[src/rtl/jtframe_eeprom_93c_if.sv]
// Pin-level bundle of the 93C46-style EEPROM: the Microwire serial link
// driven by the CPU plus the parallel dump port used for NVRAM load/save.
interface jtframe_eeprom_93c_if #(
    parameter int AW = 6,
    parameter int DW = 16
);
    logic          scs;
    logic          sclk;
    logic          sdi;
    logic          sdo;
    logic [AW-1:0] dump_addr;
    logic          dump_we;
    logic [DW-1:0] dump_din;
    logic [DW-1:0] dump_dout;

    // Host side: CPU latch and SD-card loader
    modport master (
        output scs, sclk, sdi, dump_addr, dump_we, dump_din,
        input  sdo, dump_dout
    );

    // Memory side: the EEPROM responder
    modport slave (
        input  scs, sclk, sdi, dump_addr, dump_we, dump_din,
        output sdo, dump_dout
    );
endinterface

[src/rtl/jtframe_eeprom_93c.sv]
// 93C46-family serial EEPROM responder. The serial pins are slow signals
// oversampled in the clk domain; the word array doubles as the NVRAM image
// exposed through the dump port.
module jtframe_eeprom_93c #(
    parameter int AW          = 6,
    parameter int DW          = 16,
    parameter int BUSY_CYCLES = 96000
) (
    input  logic                 clk,
    input  logic                 rst,
    jtframe_eeprom_93c_if.slave  bus
);
    localparam int WORDS = 1 << AW;
    localparam int CW    = $clog2((DW > AW + 2) ? DW : AW + 2);
    localparam int BW    = $clog2(BUSY_CYCLES + 1);

    typedef enum logic [2:0] {
        ST_IDLE,
        ST_START,
        ST_CMD,
        ST_READ,
        ST_WRITE,
        ST_ARMED,
        ST_BUSY,
        ST_DONE
    } state_t;

    // Synchronizer stage and edge history
    logic scs_reg, sclk_reg, sdi_reg, sclk_prev_reg;

    state_t        state_reg;
    logic          wen_reg;
    logic [BW-1:0] busy_cnt_reg;
    logic          sdo_reg;
    logic [AW:0]   cmd_sr_reg;      // opcode + address minus the bit being sampled
    logic [DW-1:0] data_sr_reg;     // write data, also the program-cycle data
    logic [CW-1:0] bit_cnt_reg;
    logic [AW-1:0] addr_reg;
    logic          all_reg;         // ERAL/WRAL: sweep every word
    logic          wr_pend_reg;
    logic [AW-1:0] sweep_addr_reg;
    logic [DW-1:0] rd_word_reg;
    logic [DW-1:0] dump_dout_reg;

    logic [DW-1:0] mem [0:WORDS-1];

    logic            rise;
    logic [AW+1:0]   cmd_word_next;
    logic [DW-1:0]   data_word_next;
    logic [CW-1:0]   rd_idx;
    logic            int_we;
    logic            mem_we;
    logic [AW-1:0]   mem_waddr;
    logic [DW-1:0]   mem_wdata;

    assign rise           = sclk_reg & ~sclk_prev_reg & scs_reg;
    assign cmd_word_next  = {cmd_sr_reg, sdi_reg};
    assign data_word_next = {data_sr_reg[DW-2:0], sdi_reg};
    assign rd_idx         = CW'(DW - 1) - bit_cnt_reg;

    // Write port arbitration: program cycle owns the array, dump writes are dropped during BUSY
    always_comb begin
        int_we    = (state_reg == ST_BUSY) && wr_pend_reg;
        mem_we    = int_we | (bus.dump_we & (state_reg != ST_BUSY));
        mem_waddr = bus.dump_addr;
        mem_wdata = bus.dump_din;
        if (int_we) begin
            mem_waddr = all_reg ? sweep_addr_reg : addr_reg;
            mem_wdata = data_sr_reg;
        end
    end

    // Register the serial pins once before any protocol decision
    always_ff @(posedge clk) begin
        if (rst) begin
            scs_reg       <= 1'b0;
            sclk_reg      <= 1'b0;
            sdi_reg       <= 1'b0;
            sclk_prev_reg <= 1'b0;
        end else begin
            scs_reg       <= bus.scs;
            sclk_reg      <= bus.sclk;
            sdi_reg       <= bus.sdi;
            sclk_prev_reg <= sclk_reg;
        end
    end

    // Word array: single write port, registered read for the serial reader
    always_ff @(posedge clk) begin
        if (mem_we) mem[mem_waddr] <= mem_wdata;
        rd_word_reg <= mem[addr_reg];
    end

    // Registered dump read port
    always_ff @(posedge clk) begin
        if (rst) dump_dout_reg <= '0;
        else     dump_dout_reg <= mem[bus.dump_addr];
    end

    // Microwire protocol FSM with registered sdo
    always_ff @(posedge clk) begin
        if (rst) begin
            state_reg      <= ST_IDLE;
            wen_reg        <= 1'b0;
            busy_cnt_reg   <= '0;
            sdo_reg        <= 1'b1;
            cmd_sr_reg     <= '0;
            data_sr_reg    <= '0;
            bit_cnt_reg    <= '0;
            addr_reg       <= '0;
            all_reg        <= 1'b0;
            wr_pend_reg    <= 1'b0;
            sweep_addr_reg <= '0;
        end else if (state_reg == ST_BUSY) begin
            // Program cycle runs regardless of scs; sdo reports busy only while selected
            sdo_reg      <= ~scs_reg;
            busy_cnt_reg <= busy_cnt_reg - BW'(1);
            if (busy_cnt_reg <= BW'(1)) begin
                busy_cnt_reg <= '0;
                state_reg    <= ST_IDLE;
                sdo_reg      <= 1'b1;
            end
            if (wr_pend_reg) begin
                sweep_addr_reg <= sweep_addr_reg + AW'(1);
                if (!all_reg || sweep_addr_reg == AW'(WORDS - 1))
                    wr_pend_reg <= 1'b0;
            end
        end else if (!scs_reg) begin
            // Deselect aborts anything incomplete; a fully shifted write starts programming
            sdo_reg <= 1'b1;
            if (state_reg == ST_ARMED) begin
                state_reg      <= ST_BUSY;
                busy_cnt_reg   <= BW'(BUSY_CYCLES);
                wr_pend_reg    <= 1'b1;
                sweep_addr_reg <= '0;
            end else begin
                state_reg <= ST_IDLE;
            end
        end else begin
            case (state_reg)
                ST_IDLE: begin
                    sdo_reg   <= 1'b1;
                    state_reg <= ST_START;
                end
                ST_START: begin
                    if (rise && sdi_reg) begin
                        state_reg   <= ST_CMD;
                        bit_cnt_reg <= '0;
                        cmd_sr_reg  <= '0;
                    end
                end
                ST_CMD: begin
                    if (rise) begin
                        cmd_sr_reg  <= cmd_word_next[AW:0];
                        bit_cnt_reg <= bit_cnt_reg + CW'(1);
                        if (bit_cnt_reg == CW'(AW + 1)) begin
                            bit_cnt_reg <= '0;
                            addr_reg    <= cmd_word_next[AW-1:0];
                            case (cmd_word_next[AW+1:AW])
                                2'b10: begin
                                    state_reg <= ST_READ;
                                    sdo_reg   <= 1'b0;
                                end
                                2'b01: begin
                                    all_reg   <= 1'b0;
                                    state_reg <= ST_WRITE;
                                end
                                2'b11: begin
                                    all_reg     <= 1'b0;
                                    data_sr_reg <= '1;
                                    state_reg   <= wen_reg ? ST_ARMED : ST_DONE;
                                end
                                default: begin
                                    case (cmd_word_next[AW-1:AW-2])
                                        2'b11: begin
                                            wen_reg   <= 1'b1;
                                            state_reg <= ST_DONE;
                                        end
                                        2'b00: begin
                                            wen_reg   <= 1'b0;
                                            state_reg <= ST_DONE;
                                        end
                                        2'b10: begin
                                            all_reg     <= 1'b1;
                                            data_sr_reg <= '1;
                                            state_reg   <= wen_reg ? ST_ARMED : ST_DONE;
                                        end
                                        default: begin
                                            all_reg   <= 1'b1;
                                            state_reg <= ST_WRITE;
                                        end
                                    endcase
                                end
                            endcase
                        end
                    end
                end
                ST_READ: begin
                    // Stream words MSB first; the array read follows addr_reg within two clks
                    if (rise) begin
                        sdo_reg <= rd_word_reg[rd_idx];
                        if (bit_cnt_reg == CW'(DW - 1)) begin
                            bit_cnt_reg <= '0;
                            addr_reg    <= addr_reg + AW'(1);
                        end else begin
                            bit_cnt_reg <= bit_cnt_reg + CW'(1);
                        end
                    end
                end
                ST_WRITE: begin
                    if (rise) begin
                        data_sr_reg <= data_word_next;
                        bit_cnt_reg <= bit_cnt_reg + CW'(1);
                        if (bit_cnt_reg == CW'(DW - 1)) begin
                            bit_cnt_reg <= '0;
                            state_reg   <= wen_reg ? ST_ARMED : ST_DONE;
                        end
                    end
                end
                ST_ARMED, ST_DONE: begin
                    sdo_reg <= 1'b1;
                end
                default: state_reg <= ST_IDLE;
            endcase
        end
    end

    assign bus.sdo       = sdo_reg;
    assign bus.dump_dout = dump_dout_reg;

endmodule

[src/flat_wrapper.sv]
// flat-port wrapper written by rule: the top's interface ports become plain ports
module jtframe_eeprom_93c_flat 
#(
    parameter int AW          = 6,
    parameter int DW          = 16,
    parameter int BUSY_CYCLES = 96000
)
  (clk, rst, bus_scs, bus_sclk, bus_sdi, bus_dump_addr, bus_dump_we, bus_dump_din, bus_sdo, bus_dump_dout);
  jtframe_eeprom_93c_if #(.AW(AW), .DW(DW)) bus_i ();
  input  logic clk;
  input  logic rst;
  input wire logic [$bits(bus_i.scs)-1:0] bus_scs;
  input wire logic [$bits(bus_i.sclk)-1:0] bus_sclk;
  input wire logic [$bits(bus_i.sdi)-1:0] bus_sdi;
  input wire logic [$bits(bus_i.dump_addr)-1:0] bus_dump_addr;
  input wire logic [$bits(bus_i.dump_we)-1:0] bus_dump_we;
  input wire logic [$bits(bus_i.dump_din)-1:0] bus_dump_din;
  output wire logic [$bits(bus_i.sdo)-1:0] bus_sdo;
  output wire logic [$bits(bus_i.dump_dout)-1:0] bus_dump_dout;
  assign bus_i.scs = bus_scs;
  assign bus_i.sclk = bus_sclk;
  assign bus_i.sdi = bus_sdi;
  assign bus_i.dump_addr = bus_dump_addr;
  assign bus_i.dump_we = bus_dump_we;
  assign bus_i.dump_din = bus_dump_din;
  assign bus_sdo = bus_i.sdo;
  assign bus_dump_dout = bus_i.dump_dout;
  jtframe_eeprom_93c #(.AW(AW), .DW(DW), .BUSY_CYCLES(BUSY_CYCLES)) u_core (.clk(clk), .rst(rst), .bus(bus_i));
endmodule
[config.mk]
export PLATFORM = sky130hd
export DESIGN_NAME = jtframe_eeprom_93c_flat
export DESIGN_NICKNAME = d
export VERILOG_FILES = /design/src/rtl/jtframe_eeprom_93c_if.sv /design/src/rtl/jtframe_eeprom_93c.sv /design/src/flat_wrapper.sv
export SDC_FILE = /design/constraint.sdc
export NUM_CORES = 2
export LEC_CHECK = 0
export CAP_MARGIN = 10
export CORE_MARGIN = 3
export CORE_UTILIZATION = 40
export CTS_CLUSTER_DIAMETER = 50
export DETAILED_ROUTE_END_ITERATION = 6
export PLACE_DENSITY = 0.65
export SLEW_MARGIN = 20
export SYNTH_ARGS = -nofsm -noshare
export SYNTH_HDL_FRONTEND = slang
export SYNTH_SLANG_ARGS = --single-unit
export TNS_END_PERCENT = 30
[constraint.sdc]
create_clock -name clk -period 3.93 [get_ports clk]
set_input_delay 1.179 -clock clk [delete_from_list [all_inputs] [get_ports clk]]
set_output_delay 1.179 -clock clk [all_outputs]
set_load 0.1 [all_outputs]
# Word-level counts from Yosys, hierarchy flattened
# Memories as Yosys holds them, arrays and structs flattened. A register that Yosys moved wholly into a read port is not among the register bits.
# Cells that the tools add are included.
# classes
addsub	5
order_cmp	2
n_eq_ne	38
muxes	64
bitwise_logic	9
reduce_logical	29
# op_table
operator	n
$mux 16	5
$mux 17	4
$pmux 16 s2	2
$mux 6	10
$ne 4x4->1 const B	7
$reduce_and 7->1	4
$mux 3	9
$mux 4	5
$ne 2x1->1 const B	9
$le 17x1->1 const B	1
$sub 17x1->17 const B	1
$mux 1	16
$pmux 3 s5	1
$mux 7	2
$pmux 7 s2	1
$add 6x1->6 const B	2
$eq 3x3->1 const B	4
$pmux 4 s3	1
$pmux 6 s2	1
$reduce_and 5->1	2
$reduce_bool 2->1	5
$pmux 3 s3	1
$reduce_or 3->1	3
$eq 2x2->1 const B	4
other kinds (32)	47
# totals
regBits	67
ram_bits	1024
in_bits	28
out_inout_bits	17
elab_cells	163
memories	1
# mem_list
name	words	word_bits	read_ports	rd_clocked_by_memory_dff	wr	line_no	text
u_core.mem	64	16	2	2	1	jtframe_eeprom_93c.sv:45	logic [DW-1:0] mem [0:WORDS-1];

# Depth between registers and ports, before layout
# depth
word_depth	9
mapped_depth	11
depth_no_buf	8

# Least setup slack after synthesis
# Ideal clock, no wire load.
# synth_path
path_kind	input port to flip-flop
start	input port bus_dump_addr[1]
end	memory u_core.mem[25][0] (enable)
setup_ps	388
t_arrival_ps	3367
t_required_ps	3542
path_slack_ps	175
stages	8
path_buffers	5
path_cell_list	buf_4 buf_4 buf_6 buf_2 buf_2 o32ai_1 nand2_1 nor2_1
# synth_between
elab_chain_cells	1
# synth_lines
item	line_no	text
from (decl)	flat_wrapper.sv:15	input wire logic [$bits(bus_i.dump_addr)-1:0] bus_dump_addr;
$mux 6	jtframe_eeprom_93c.sv:67	if (int_we) begin
to (decl)	jtframe_eeprom_93c.sv:45	
# No other way between the ends.

==> metrics.csv <==
stage;metric;value;unit
outcome;status;completed;
sta;fin_setup_tns;0;ps
detailed_routing;vias;32000;
global_routing;grt_pass1_vias;31300;
critical_path;cp-startpoint;u_core.addr_reg[0];
sta;rsz0062_at_grt;no;
critical_path;critPathBufInv;2;
synth;synth.distinct_cells;73;
critical_path;path_max_fanout;19;
clock_tree;cts_tree;built;
detailed_routing;wl_met2;74.3;mm
clock_tree;clock-sinks;1123;
sta;clock_skew;33.7;ps
detailed_routing;viasPerCell;6.38;
synth;syn-mean-instance-area;17.6;um^2
detailed_routing;route.met3.wl;18.8;mm
power;ir_worst_vdd;0.000348;V
sta;fmax;293;MHz
critical_path;r2r-start;u_core.addr_reg[0];
critical_path;path_class;register to register;
global_routing;grt-ovfl-total;0;
place;dp_hpwl;109;mm
min_path;hold_class;register to register;
die;start_util;40.3;%
min_path;min-delay-start;u_core.data_sr_reg[0];
clock_tree;ctsHoldBuffers;0;
sta;fin_crit_sh;86.7;%
critical_path;crit_arrival;3910;ps
die;core_area;130000;um^2
synth;async_reset_ff_share;0;%
global_routing;grt_pass1_wl;234;mm
critical_path;critPathTopFamily;compound AO/OA/AOI/OAI gates;
layout;areaGrowthSynthToFinish;15.6;%
layout;largest_reg_flops;1024;
sta;tightest_slew;959;ps
die;die_w;368;um
synth;syn_nets;3012;
power;powerDensity;439;nW/um^2
synth;yosysTopAreaCell;edfxtp_1;
critical_path;crit_path_cell_trace;buf_12 > buf_4 > mux4_2 > mux2i_1 > nor2_1 > a2111oi_0 > o31ai_1;
sta;relSlewSlack;35.9;%
detailed_routing;wl_per_cell;32.6;um
synth;synthTopCellsByArea;edfxtp_1 (59%), mux4_2 (22%), dfxtp_1 (3.8%), mux2i_1 (3.4%), nor2_1 (1.5%);
clock_tree;worstSkewPairLatency;710;ps
layout;final_common_cell;edfxtp_1;
flow_run;cap_violations;0;
critical_path;end_kind;register;
die;io_pins;45;
global_routing;grt_max_degree;65;
clock_tree;clk_pin_slew_worst_paths;60;ps
critical_path;cp_data_required_time;4430;ps
sta;drv_slew;0;
detailed_routing;top_layer_used;met5;
place;port-buffer-count;44;
clock_tree;cts_resized;0;
synth;yosys.area.top_type_share;58.8;%
die;rows;132;
clock_tree;numCtsBuffers;121;
detailed_routing;wl_met1;62.3;mm
synth;netlist_area;52300;um^2
die;die_h;368;um
die;die_area;135000;um^2
critical_path;slowest_stage;a2111oi_0;
clock_tree;clockRootBuffer;clkbuf_16;
layout;nets;3215;
sta;finalSetupViolCount;0;
sta;final-hold-violation-count;0;
synth;synth-main-ff-cell;edfxtp_1;
power;p_leak;18.6;nW
critical_path;slowest_delay;680;ps
layout;antennaDiodeCount;0;
global_routing;track_usage;24.0;%
clock_tree;cts_buffer_depth;3;
clock_tree;post_cts_buffers;0;
synth;ys_ff_latch;1123;
clock_tree;htree_levels;3;
synth;synthCells;2971;
detailed_routing;drc_errors;0;
detailed_routing;drt_iter0_drc;4706;
detailed_routing;ant_nets;0;
layout;drive_gt1_share;33.1;%
synth;synth-edff-count;1024;
layout;fin_util;46.6;%
synth;yosysSeqAreaShare;62.6;%
global_routing;antenna_found_initial;4;
detailed_routing;firstDrtPassIters;6;
synth;yosys_warnings;0;
critical_path;startpoint_type;register;
place;place_congestion;0.957;
detailed_routing;wl;163;mm
sta;period_needed;3410;ps
layout;final_cell_mix;edfxtp_1 (1024), mux4_2 (500), buf_4 (228), mux2i_1 (175), nand2_1 (170);
-- worst paths after layout --
path	endpoint	slack, ps	cells after the start
max	u_core.rd_word_reg[1]	520	7
min	u_core.data_sr_reg[0]	480	2
min reg2reg	u_core.data_sr_reg[0]	480	2
max reg2reg	u_core.rd_word_reg[1]	520	7
-- through the flow --
step | setup WS (ps) | hold WS [ps] | cells | cell area, um^2 | power [mW]
after floorplan | 175 | 442 | 2971 | 52300 | 14.3
after global placement | 48.5 | 462 | 4793 | 56200 | 14.9
after detailed placement | 69.6 | 460 | 4793 | 56200 | 14.9
after CTS | 558 | 473 | 5021 | 60400 | 26.7
after global routing | 481 | 487 | 5021 | 60400 | 27.2
final | 522 | 476 | 5021 | 60400 | 26.6
-- cell families (layout without fill, tap and decap cells) --
family                   Yosys count  after routing  share of synthesized area [%]
AND/OR/NAND/NOR                  552            552                           4.69
adder cells (fa/ha/maj)           13             13                          0.311
AO/OA/AOI/OAI                    352            352                           4.57
multiplexers                     690            690                           25.2
XOR/XNOR                          11             11                          0.184
flip-flops                      1123           1123                           62.6
buffers and inverters            230            538                           2.43
-- tightest hold or removal path, stage by stage (launching register included) --
cell	delay (ps)
dfxtp_1	320
nand2_1	60
a21oi_1	50
-- per-layer routing --
metal / global-route usage, % / vias up
met1: 33.4 / 16700
met5: 0 / -
met3: 5.16 / 348
met2: 36.4 / 2216
met4: 10.8 / 2
li1: - / 12800
-- layout make-up --
class,instances,area (um^2)
inverter,15,56.3
sequential,1123,32700
clock inverter,79,907
clock buffer,149,3270
fill,10800,69200
timing repair buffer,295,2780
multi-input combinational,1618,18500
tap,1742,2180
-- cell usage after synthesis (9+ instances only) --
master,number
buf_4,46
o22ai_1,48
a2111oi_0,16
a22oi_1,11
dfxtp_1,99
a221oi_1,21
buf_1,13
o21ai_0,53
a211oi_1,25
nand2b_1,10
edfxtp_1,1024
mux2_2,15
buf_6,19
nand3_1,22
nor3_1,47
ha_1,13
nor2_1,205
nor2b_1,22
mux4_2,500
a21oi_1,64
a31oi_1,22
buf_2,72
mux2i_1,175
nand2_1,186
o221ai_1,26
inv_1,13
clkbuf_1,65
a211o_1,9
-- power by group --
group          leakage [nW]  internal [mW]  switching, mW
Clock                  2.03           7.04           4.84
Combinational          6.54          0.517           1.01
Sequential             10.0           13.1         0.0590
(Power assumes the default switching activity.)
